[src/rtl/fnd_scan_driver_if.sv]
// Digit/segment bundle between the BCD splitter (master) and the FND scan driver (slave).
// Carries the four BCD digits with dp/blank controls downstream, and the FND drive lines back out.
// Pure wiring, no latency; there is no backpressure on either side.
interface fnd_scan_driver_if;
  logic [3:0] i_digit1;
  logic [3:0] i_digit10;
  logic [3:0] i_digit100;
  logic [3:0] i_digit1000;
  logic [3:0] i_dp;
  logic       i_blank_en;
  logic [3:0] o_fnd_com;
  logic [7:0] o_fnd_font;
  logic       o_frame_tick;

  modport master (
    output i_digit1, i_digit10, i_digit100, i_digit1000, i_dp, i_blank_en,
    input  o_fnd_com, o_fnd_font, o_frame_tick
  );

  modport slave (
    input  i_digit1, i_digit10, i_digit100, i_digit1000, i_dp, i_blank_en,
    output o_fnd_com, o_fnd_font, o_frame_tick
  );
endinterface

[src/rtl/fnd_scan_driver.sv]
// 4-digit common-anode FND scanner: latches digits once per frame, decodes to active-low segments.
// Outputs registered one cycle behind scan state; new digits reach slot 0 BLANK_CYC+1 cycles after capture.
// No backpressure: inputs are sampled only at the frame boundary and ignored otherwise.
module fnd_scan_driver #(
  parameter int SCAN_DIV  = 100_000,
  parameter int BLANK_CYC = 1000
) (
  input  logic              i_clk,
  input  logic              i_reset_n,
  fnd_scan_driver_if.slave  bus
);

  localparam int CW = (SCAN_DIV > 2) ? $clog2(SCAN_DIV) : 1;
  localparam logic [CW-1:0] CNT_LAST = CW'(SCAN_DIV - 1);

  logic [CW-1:0]   cnt;
  logic [1:0]      idx;
  logic [3:0][3:0] sh_dig;
  logic [3:0]      sh_dp;
  logic            sh_blank_en;

  logic            cnt_wrap;
  logic            load;

  assign cnt_wrap = (cnt == CNT_LAST);
  assign load     = cnt_wrap && (idx == 2'd3);

  always_ff @(posedge i_clk or negedge i_reset_n) begin
    if (!i_reset_n) begin
      cnt         <= '0;
      idx         <= 2'd0;
      sh_dig      <= '0;
      sh_dp       <= 4'd0;
      sh_blank_en <= 1'b0;
    end else begin
      cnt <= cnt_wrap ? '0 : cnt + 1'b1;
      if (cnt_wrap) begin
        idx <= idx + 2'd1;
      end
      // Whole frame is captured at once so a scan never mixes old and new digits.
      if (load) begin
        sh_dig[0]   <= bus.i_digit1;
        sh_dig[1]   <= bus.i_digit10;
        sh_dig[2]   <= bus.i_digit100;
        sh_dig[3]   <= bus.i_digit1000;
        sh_dp       <= bus.i_dp;
        sh_blank_en <= bus.i_blank_en;
      end
    end
  end

  logic [3:0] cur_dig;
  logic       blank3, blank2, blank1;
  logic       cur_blank;
  logic [6:0] seg;
  logic       in_gap;
  logic [3:0] com_nxt;
  logic [7:0] font_nxt;

  always_comb begin
    cur_dig = sh_dig[idx];

    // A non-zero digit (dash codes included) ends the leading-zero run.
    blank3 = sh_blank_en && (sh_dig[3] == 4'd0);
    blank2 = blank3 && (sh_dig[2] == 4'd0);
    blank1 = blank2 && (sh_dig[1] == 4'd0);

    cur_blank = 1'b0;
    case (idx)
      2'd3:    cur_blank = blank3;
      2'd2:    cur_blank = blank2;
      2'd1:    cur_blank = blank1;
      default: cur_blank = 1'b0;
    endcase

    seg = 7'h3F;
    case (cur_dig)
      4'd0:    seg = 7'h40;
      4'd1:    seg = 7'h79;
      4'd2:    seg = 7'h24;
      4'd3:    seg = 7'h30;
      4'd4:    seg = 7'h19;
      4'd5:    seg = 7'h12;
      4'd6:    seg = 7'h02;
      4'd7:    seg = 7'h78;
      4'd8:    seg = 7'h00;
      4'd9:    seg = 7'h10;
      default: seg = 7'h3F;
    endcase

    in_gap = int'(cnt) < BLANK_CYC;

    com_nxt  = 4'hF;
    font_nxt = 8'hFF;
    if (!in_gap) begin
      com_nxt  = ~(4'd1 << idx);
      font_nxt = {~sh_dp[idx], cur_blank ? 7'h7F : seg};
    end
  end

  always_ff @(posedge i_clk or negedge i_reset_n) begin
    if (!i_reset_n) begin
      bus.o_fnd_com    <= 4'hF;
      bus.o_fnd_font   <= 8'hFF;
      bus.o_frame_tick <= 1'b0;
    end else begin
      bus.o_fnd_com    <= com_nxt;
      bus.o_fnd_font   <= font_nxt;
      bus.o_frame_tick <= load;
    end
  end

endmodule

[src/flat_wrapper.sv]
// flat-port wrapper written by rule: the top's interface ports become plain ports
module fnd_scan_driver_flat 
#(
  parameter int SCAN_DIV  = 100_000,
  parameter int BLANK_CYC = 1000
)
  (i_clk, i_reset_n, bus_i_digit1, bus_i_digit10, bus_i_digit100, bus_i_digit1000, bus_i_dp, bus_i_blank_en, bus_o_fnd_com, bus_o_fnd_font, bus_o_frame_tick);
  fnd_scan_driver_if bus_i ();
  input  logic i_clk;
  input  logic i_reset_n;
  input wire logic [$bits(bus_i.i_digit1)-1:0] bus_i_digit1;
  input wire logic [$bits(bus_i.i_digit10)-1:0] bus_i_digit10;
  input wire logic [$bits(bus_i.i_digit100)-1:0] bus_i_digit100;
  input wire logic [$bits(bus_i.i_digit1000)-1:0] bus_i_digit1000;
  input wire logic [$bits(bus_i.i_dp)-1:0] bus_i_dp;
  input wire logic [$bits(bus_i.i_blank_en)-1:0] bus_i_blank_en;
  output wire logic [$bits(bus_i.o_fnd_com)-1:0] bus_o_fnd_com;
  output wire logic [$bits(bus_i.o_fnd_font)-1:0] bus_o_fnd_font;
  output wire logic [$bits(bus_i.o_frame_tick)-1:0] bus_o_frame_tick;
  assign bus_i.i_digit1 = bus_i_digit1;
  assign bus_i.i_digit10 = bus_i_digit10;
  assign bus_i.i_digit100 = bus_i_digit100;
  assign bus_i.i_digit1000 = bus_i_digit1000;
  assign bus_i.i_dp = bus_i_dp;
  assign bus_i.i_blank_en = bus_i_blank_en;
  assign bus_o_fnd_com = bus_i.o_fnd_com;
  assign bus_o_fnd_font = bus_i.o_fnd_font;
  assign bus_o_frame_tick = bus_i.o_frame_tick;
  fnd_scan_driver #(.SCAN_DIV(SCAN_DIV), .BLANK_CYC(BLANK_CYC)) u_core (.i_clk(i_clk), .i_reset_n(i_reset_n), .bus(bus_i));
endmodule
[config.mk]
export PLATFORM = sky130hd
export DESIGN_NAME = fnd_scan_driver_flat
export DESIGN_NICKNAME = d
export VERILOG_FILES = /design/src/rtl/fnd_scan_driver_if.sv /design/src/rtl/fnd_scan_driver.sv /design/src/flat_wrapper.sv
export SDC_FILE = /design/constraint.sdc
export NUM_CORES = 1
export LEC_CHECK = 0
export CORE_UTILIZATION = 30
export DETAILED_ROUTE_END_ITERATION = 7
export GPL_TIMING_DRIVEN = 0
export REMOVE_ABC_BUFFERS = 1
export SLEW_MARGIN = 20
export SYNTH_ARGS = -nofsm -noshare
export SYNTH_HDL_FRONTEND = slang
export SYNTH_SLANG_ARGS = --single-unit
[constraint.sdc]
create_clock -name i_clk -period 2.1 [get_ports i_clk]
set_input_delay 0.42 -clock i_clk [delete_from_list [all_inputs] [get_ports i_clk]]
set_output_delay 0.42 -clock i_clk [all_outputs]
set_load 0.02 [all_outputs]
Word-level counts from Yosys, hierarchy flattened
Memories as Yosys holds them, arrays and structs flattened.
Index checks and enable logic that the tools add are counted.
{ "word_totals": {"reg_bits": 53, "mem_bits_ro": 112, "input_bits": 23, "out_inout_bits": 13, "word_cells": 39, "mem_count": 1} }
{ "op_classes": {"add_sub_neg": 2, "n_lt_le_gt_ge": 2, "n_eq_ne": 4, "shift": 1, "mux": 9, "n_bitwise": 2, "reduce_logical": 7} }
{ "memory_table": {"columns": ["memory", "depth", "width", "rd", "rd_clocked_by_memory_dff", "wr", "line_no", "rtl"], "rows": [
  ["(no name shown)", 16, 7, 1, 0, 0, "fnd_scan_driver.sv:77", "case (cur_dig)"]
]} }
{ "op_table": {"columns": ["op", "n"], "rows": [
  ["adder 17 x 1 -> 17 bit, second input constant", 1],
  ["== test 17 bit, second input constant", 1],
  ["less-than comparator 17 x 10 -> 1 bit, second input constant", 1],
  ["2-to-1 mux 17 bit", 1],
  ["logical NOT 4 bit", 3],
  ["binary-select mux 4 bit (select 2 bit)", 1],
  ["2-to-1 mux 4 bit", 2],
  ["2-to-1 mux 8 bit", 1],
  ["2-to-1 mux 7 bit", 1],
  ["== test 2 bit, second input constant", 2],
  ["logical AND 1 bit", 4],
  ["inverter 4 bit", 1],
  ["left shift 1 x 2 -> 4 bit, first input constant", 1],
  ["less-than comparator 2 x 3 -> 1 bit, second input constant", 1],
  ["one-hot mux 1 bit (3 select lines)", 1],
  ["adder 2 x 1 -> 2 bit, second input constant", 1],
  ["binary-select mux 1 bit (select 2 bit)", 1],
  ["== test 2 x 1 -> 1 bit, second input constant", 1],
  ["2-to-1 mux 1 bit", 1],
  ["inverter 1 bit", 1]
]} }

Longest topological paths before layout
{ "depth": {"word_depth": 7, "mapped_depth": 8, "depth_no_buf": 7} }

Worst setup path before layout
No wires, ideal clock.
{ "synth_timing": {"path_kind": "register to register", "startpoint": "register u_core.idx[0]", "endpoint": "register u_core.bus.o_fnd_font[1]", "setup_ps": 84, "arrival_ps": 1699, "required_time_ps": 2016, "setup_slack_ps": 317, "path_stages_with_launch": 7, "path_buffers": 1, "synth_period_minus_slack_ps": 1783, "path_cell_list": "dfrtp_1 buf_6 mux4_1 inv_1 ha_1 and2_1 nand2b_1"} }
{ "synth_between": {"elab_chain_len": 5, "elab_cells_between_ends": 9, "cone_classes": "eq/ne (3); mux (5); memory (1)"} }
{ "synth_lines": {"columns": ["element", "line_no", "rtl"], "rows": [
  ["start, declared", "fnd_scan_driver.sv:17", "logic [1:0] idx;"],
  ["start signal, assigned", "fnd_scan_driver.sv:38", "idx <= idx + 2'd1;"],
  ["binary-select mux 4 bit (select 2 bit)", "fnd_scan_driver.sv:61", "cur_dig = sh_dig[idx];"],
  ["2-to-1 mux 4 bit (implied by the code)", "fnd_scan_driver.sv:61", null],
  ["memory (16 x 7 bit)", null, null],
  ["2-to-1 mux 7 bit (*)", "fnd_scan_driver.sv:97", "font_nxt = {~sh_dp[idx], cur_blank ? 7'h7F : seg};"],
  ["2-to-1 mux 8 bit (*)", "fnd_scan_driver.sv:95", "if (!in_gap) begin"],
  ["net u_core.font_nxt[1]", "fnd_scan_driver.sv:58", "logic [7:0] font_nxt;"],
  ["end signal, assigned", "fnd_scan_driver.sv:108", "bus.o_fnd_font <= font_nxt;"],
  ["end, declared", "fnd_scan_driver_if.sv:22", "output o_fnd_com, o_fnd_font, o_frame_tick"]
]} }
Mark *: on every way through the listed nets, which the timed path passes. The rest lies on a longest branch. The select of a mux whose other input is x is not followed.
A chain may end at the register's enable or synchronous reset.

Final worst setup path
{ "layout_timing": {"startpoint": "register u_core.idx[0]", "endpoint": "register u_core.bus.o_fnd_font[2]"} }
Same word-level chain as after synthesis.

==> results.txt <==
- The run finished with clean final reports.
- The number of cells on the worst reg-to-reg path is 5.
* Root Buffer: sky130_fd_sc_hd__clkbuf_8
- For the finished layout, the period the worst path requires is 1.94 ns.
- The final critical path takes up 92.3% of the cycle.
* Core Util, Final: 37.8%
* Clock slew at reported path FFs: 0.09 ns
- The cell area that synthesis handed to floorplanning was 2550 um2.
- Traced cell by cell, the critical path runs through mux4_1 -> inv_1 -> ha_1 -> inv_1 -> o31ai_1.
- Relative max-transition margin: 56.7%
- Derived from the worst setup path, the maximum achievable clock frequency is 516 MHz.
- Largest clock skew in the final design: 0.00563 ns
* Worst skew pair latency: 0.30 ns
- Synthesis handed over a netlist of 199 instances.
- In this run, synthesis produced a sequential element count of 53.
- Fraction of layout cells with a size suffix above 1: 19.7%
- Of all nets on the critical path, the largest fanout is 8.
- Before CTS, the worst setup slack after placement is -0.408 ns.
- The number of antenna violations at the first check in global routing came to 0.
* Clock Sinks: 53
* Global-route wire length before repair: 7620 um
- The die covers 8860 um2.
- Of all flip-flops after synthesis, the portion carrying an async set or reset was 100%.
- HPWL Detailed: 3280 um
- The total area inside the core boundary comes to 8220 um2.
- The initialized floorplan defines 33 standard-cell rows.
- Netlist cell types: 45
- Yosys printed 0 warnings.
* Pin count of the biggest net entering global routing: 54
- Number of global-route vias before repair: 1579
- Power spread over the standard cell area amounts to 571 nW/um2.
- The number of antenna diodes in the final layout is 0.
- Buffers inserted during clock tree synthesis total 5.
- Total I/O pin count: 36
* Finish-stage setup viols: 0
- Once detail routing completed, the nets flagged for antenna violations numbered 0.
* Vias/cell: 4.62
- At the worst endpoint, the required time is 2.30 ns.
- Type of the worst setup path: reg2reg
- Post-DR wirelength/cell: 13.1 um
- Counting along the longest clock path gives a buffer depth of 2.
* Post-route DRC: 0
* Destination of the worst register-to-register timing path: u_core.bus.o_fnd_font[2]
* Number of buffer and inverter instances along the worst setup path: 2
- Worst setup path start: u_core.idx[0]
- At the pin with the least slew margin, the transition time is 0.649 ns.
- Post-Syn Area per Cell: 12.8 um2
- In this design, the stage delay of the slowest critical-path cell is 0.67 ns.
* Detailed-router iteration count before antenna repair: 4
* Top flip-flop cell by instance count after synthesis: sky130_fd_sc_hd__dfrtp_1
* Max-capacitance violation count: 0
- The final count of pins violating max slew was 0.
* Drt initial violations: 40
- Kind of cell adding the most delay to the critical path: multiplexers
- Compared with the post-synthesis result, the final layout area differs by 22.0%.
- Routability cong.: 0.753
* Total number of nets in the final design: 272
- For this block, the routed nets add up to 4510 um of wire.
* Hold/Removal Path Class: in2async
* Total gr overflow: 0
- Filler Cell Count: 813
- Slack of the critical path: 0.161 ns
- The startpoint identified for the worst register-to-register timing path is u_core.idx[0].
- Sequential element share of the synthesized area: 52.7%
- Endpoints failing hold: 0
* RSZ-0062 raised after global routing: false
- Crit path capture type: register
* Overall global routing resource usage: 11.2%
* TritonCTS clock tree: built
- Worst hold-check slack: 0.143 ns
- Number of hold-repair buffers added at the cts stage: 0
- Data on the critical path arrives at its endpoint at 2.14 ns.
* Overall power: 1770 uW
- Minimum setup slack among reg-to-reg paths: 0.16 ns
- Most used cell, CP: sky130_fd_sc_hd__inv_1
* Maximum VDD drop: 0.000224 V
- Yosys mapped a number of flops with a built-in enable equal to 0.
- The die is 94.1 um wide.
- Number of vias in the routed layout: 1589
- For this configuration, the core starts out at a cell density of 31.0%.
* Storage element area: 1340 um2
* Vertical die dimension: 94.1 um
- Port bufs: 35
- Slowest cell on the critical path: sky130_fd_sc_hd__mux4_1
* Leak pwr: 0.00127 uW
- Combined area of the multi-input logic cells: 1140 um2
- STA classifies the critical path startpoint as a register.
* H-tree Lvls: 2
==> cells by family (layout without fill, tap and decap cells) <==
logic type	Yosys count	count (layout)	share of synthesized area, %
and+or+nand+nor	60	60	13.8
DFF	53	53	52.7
muxes	28	28	14.8
AOI/OAI and AO/OA	21	21	5.90
xor gates and xnor gates	13	13	4.47
buffers and inverters	13	53	2.90
adders and majority gates	11	11	5.41
==> synth_stat cells (2+ instances only) <==
library cell / instances / area (um2)
sky130_fd_sc_hd__a21oi_1: 3 / 15.0
sky130_fd_sc_hd__mux4_1: 2 / 52.6
sky130_fd_sc_hd__o21ai_1: 3 / 15.0
sky130_fd_sc_hd__nor2b_1: 2 / 12.5
sky130_fd_sc_hd__ha_1: 11 / 138
sky130_fd_sc_hd__inv_1: 8 / 30.0
sky130_fd_sc_hd__nand3_1: 7 / 35.0
sky130_fd_sc_hd__buf_6: 3 / 33.8
sky130_fd_sc_hd__mux4_2: 3 / 67.6
sky130_fd_sc_hd__o21ai_0: 5 / 25.0
sky130_fd_sc_hd__nand2b_1: 4 / 25.0
sky130_fd_sc_hd__nor2_1: 10 / 37.5
sky130_fd_sc_hd__o21a_1: 2 / 15.0
sky130_fd_sc_hd__dfrtp_1: 41 / 1030
sky130_fd_sc_hd__nand4_1: 5 / 31.3
sky130_fd_sc_hd__nor4_1: 4 / 25.0
sky130_fd_sc_hd__xor2_1: 2 / 17.5
sky130_fd_sc_hd__xnor2_1: 11 / 96.3
sky130_fd_sc_hd__mux2_1: 6 / 67.6
sky130_fd_sc_hd__nand2_1: 9 / 33.8
sky130_fd_sc_hd__dfstp_2: 12 / 315
sky130_fd_sc_hd__nor3_1: 4 / 20.0
sky130_fd_sc_hd__mux2_2: 16 / 180
sky130_fd_sc_hd__and2_1: 2 / 12.5
sky130_fd_sc_hd__and4_1: 4 / 35.0
==> report_power, final <==
group	total, uW	internal, uW	leakage (uW)	switching, uW
clock network	612	298	0.0000542	314
logic	108	63.2	0.000585	44.3
registers	1060	1040	0.000634	13.6
total	1770	1400	0.00127	372
==> flip-flops by register name, summed over array words and instances (netlist names) <==
register                 flops
u_core.idx                   2
u_core.bus.o_fnd_com         4
u_core.bus.o_frame_tick      1
u_core.sh_dig               16
u_core.sh_dp                 4
u_core.bus.o_fnd_font        8
u_core.cnt                  17
u_core.sh_blank_en           1
==> worst max-delay path by stage <==
stage                                           to  slack [ns]  cells after the start
final                     u_core.bus.o_fnd_font[2]        0.16                      5
after global routing      u_core.bus.o_fnd_font[2]       0.009                      5
after CTS                 u_core.bus.o_fnd_font[4]        0.04                      7
after detailed placement          u_core.sh_dig[4]       -0.41                      5
after global placement            u_core.sh_dig[0]       -0.99                      1
after floorplan                 u_core.sh_blank_en        0.06                      5
==> placed cells by master, fill, tap and decap left out, drive strengths merged, types with 2 or more instances in the layout <==
cell	Yosys	layout
nand3	7	7
and2	2	2
o21a	2	2
dfstp	12	12
xnor2	11	11
xor2	2	2
nand4	5	5
buf	4	3
nor3	4	4
dfrtp	41	41
and4	4	4
inv	8	8
clkdlybuf4s50	0	34
mux4	5	5
a21oi	3	3
o21ai	8	8
ha	11	11
nor4	5	5
clkbuf	1	7
nor2	10	10
nor2b	2	2
nand2	10	10
mux2	22	22
nand2b	4	4
==> worst register-to-register path, stage by stage (launching register included) <==
cell and delay (ns):
sky130_fd_sc_hd__dfrtp_2 0.51, sky130_fd_sc_hd__mux4_1 0.67, sky130_fd_sc_hd__inv_1 0.17, sky130_fd_sc_hd__ha_1 0.16
sky130_fd_sc_hd__inv_1 0.05, sky130_fd_sc_hd__o31ai_1 0.29
==> per-stage QoR <==
step,TNS (ns),std cells,cell area [um2]
floorplan,0,194,2500
global placement,-53.40,334,2980
detailed placement,-7.78,334,2980
CTS,0,342,3090
global route,0,344,3110
finish,0,344,3110
==> area by class of cell <==
type / instances / share of cell area, %
multi-input cells: 133 / 36.6
repair buffers: 37 / 11.7
well taps: 105 / 4.23
flip-flops and latches: 53 / 43.2
clock buffers: 7 / 3.10
inverters: 8 / 0.967
clock inverters: 1 / 0.161
==> metal layers <==
metal	part of all wire (%)	GRT usage [%]
met1	52	16.2
met2	44	16.5
met3	3.6	2.67
met4	0.49	3.33
met5	0	0
==> what timing repair did <==
action | in CTS | in global routing
resized for setup | 3 | 1
setup endpoints to repair | 21 | 10
pin swaps | 0 | 1
setup buffers | 0 | 2
Power figures use the tool's default switching activity.
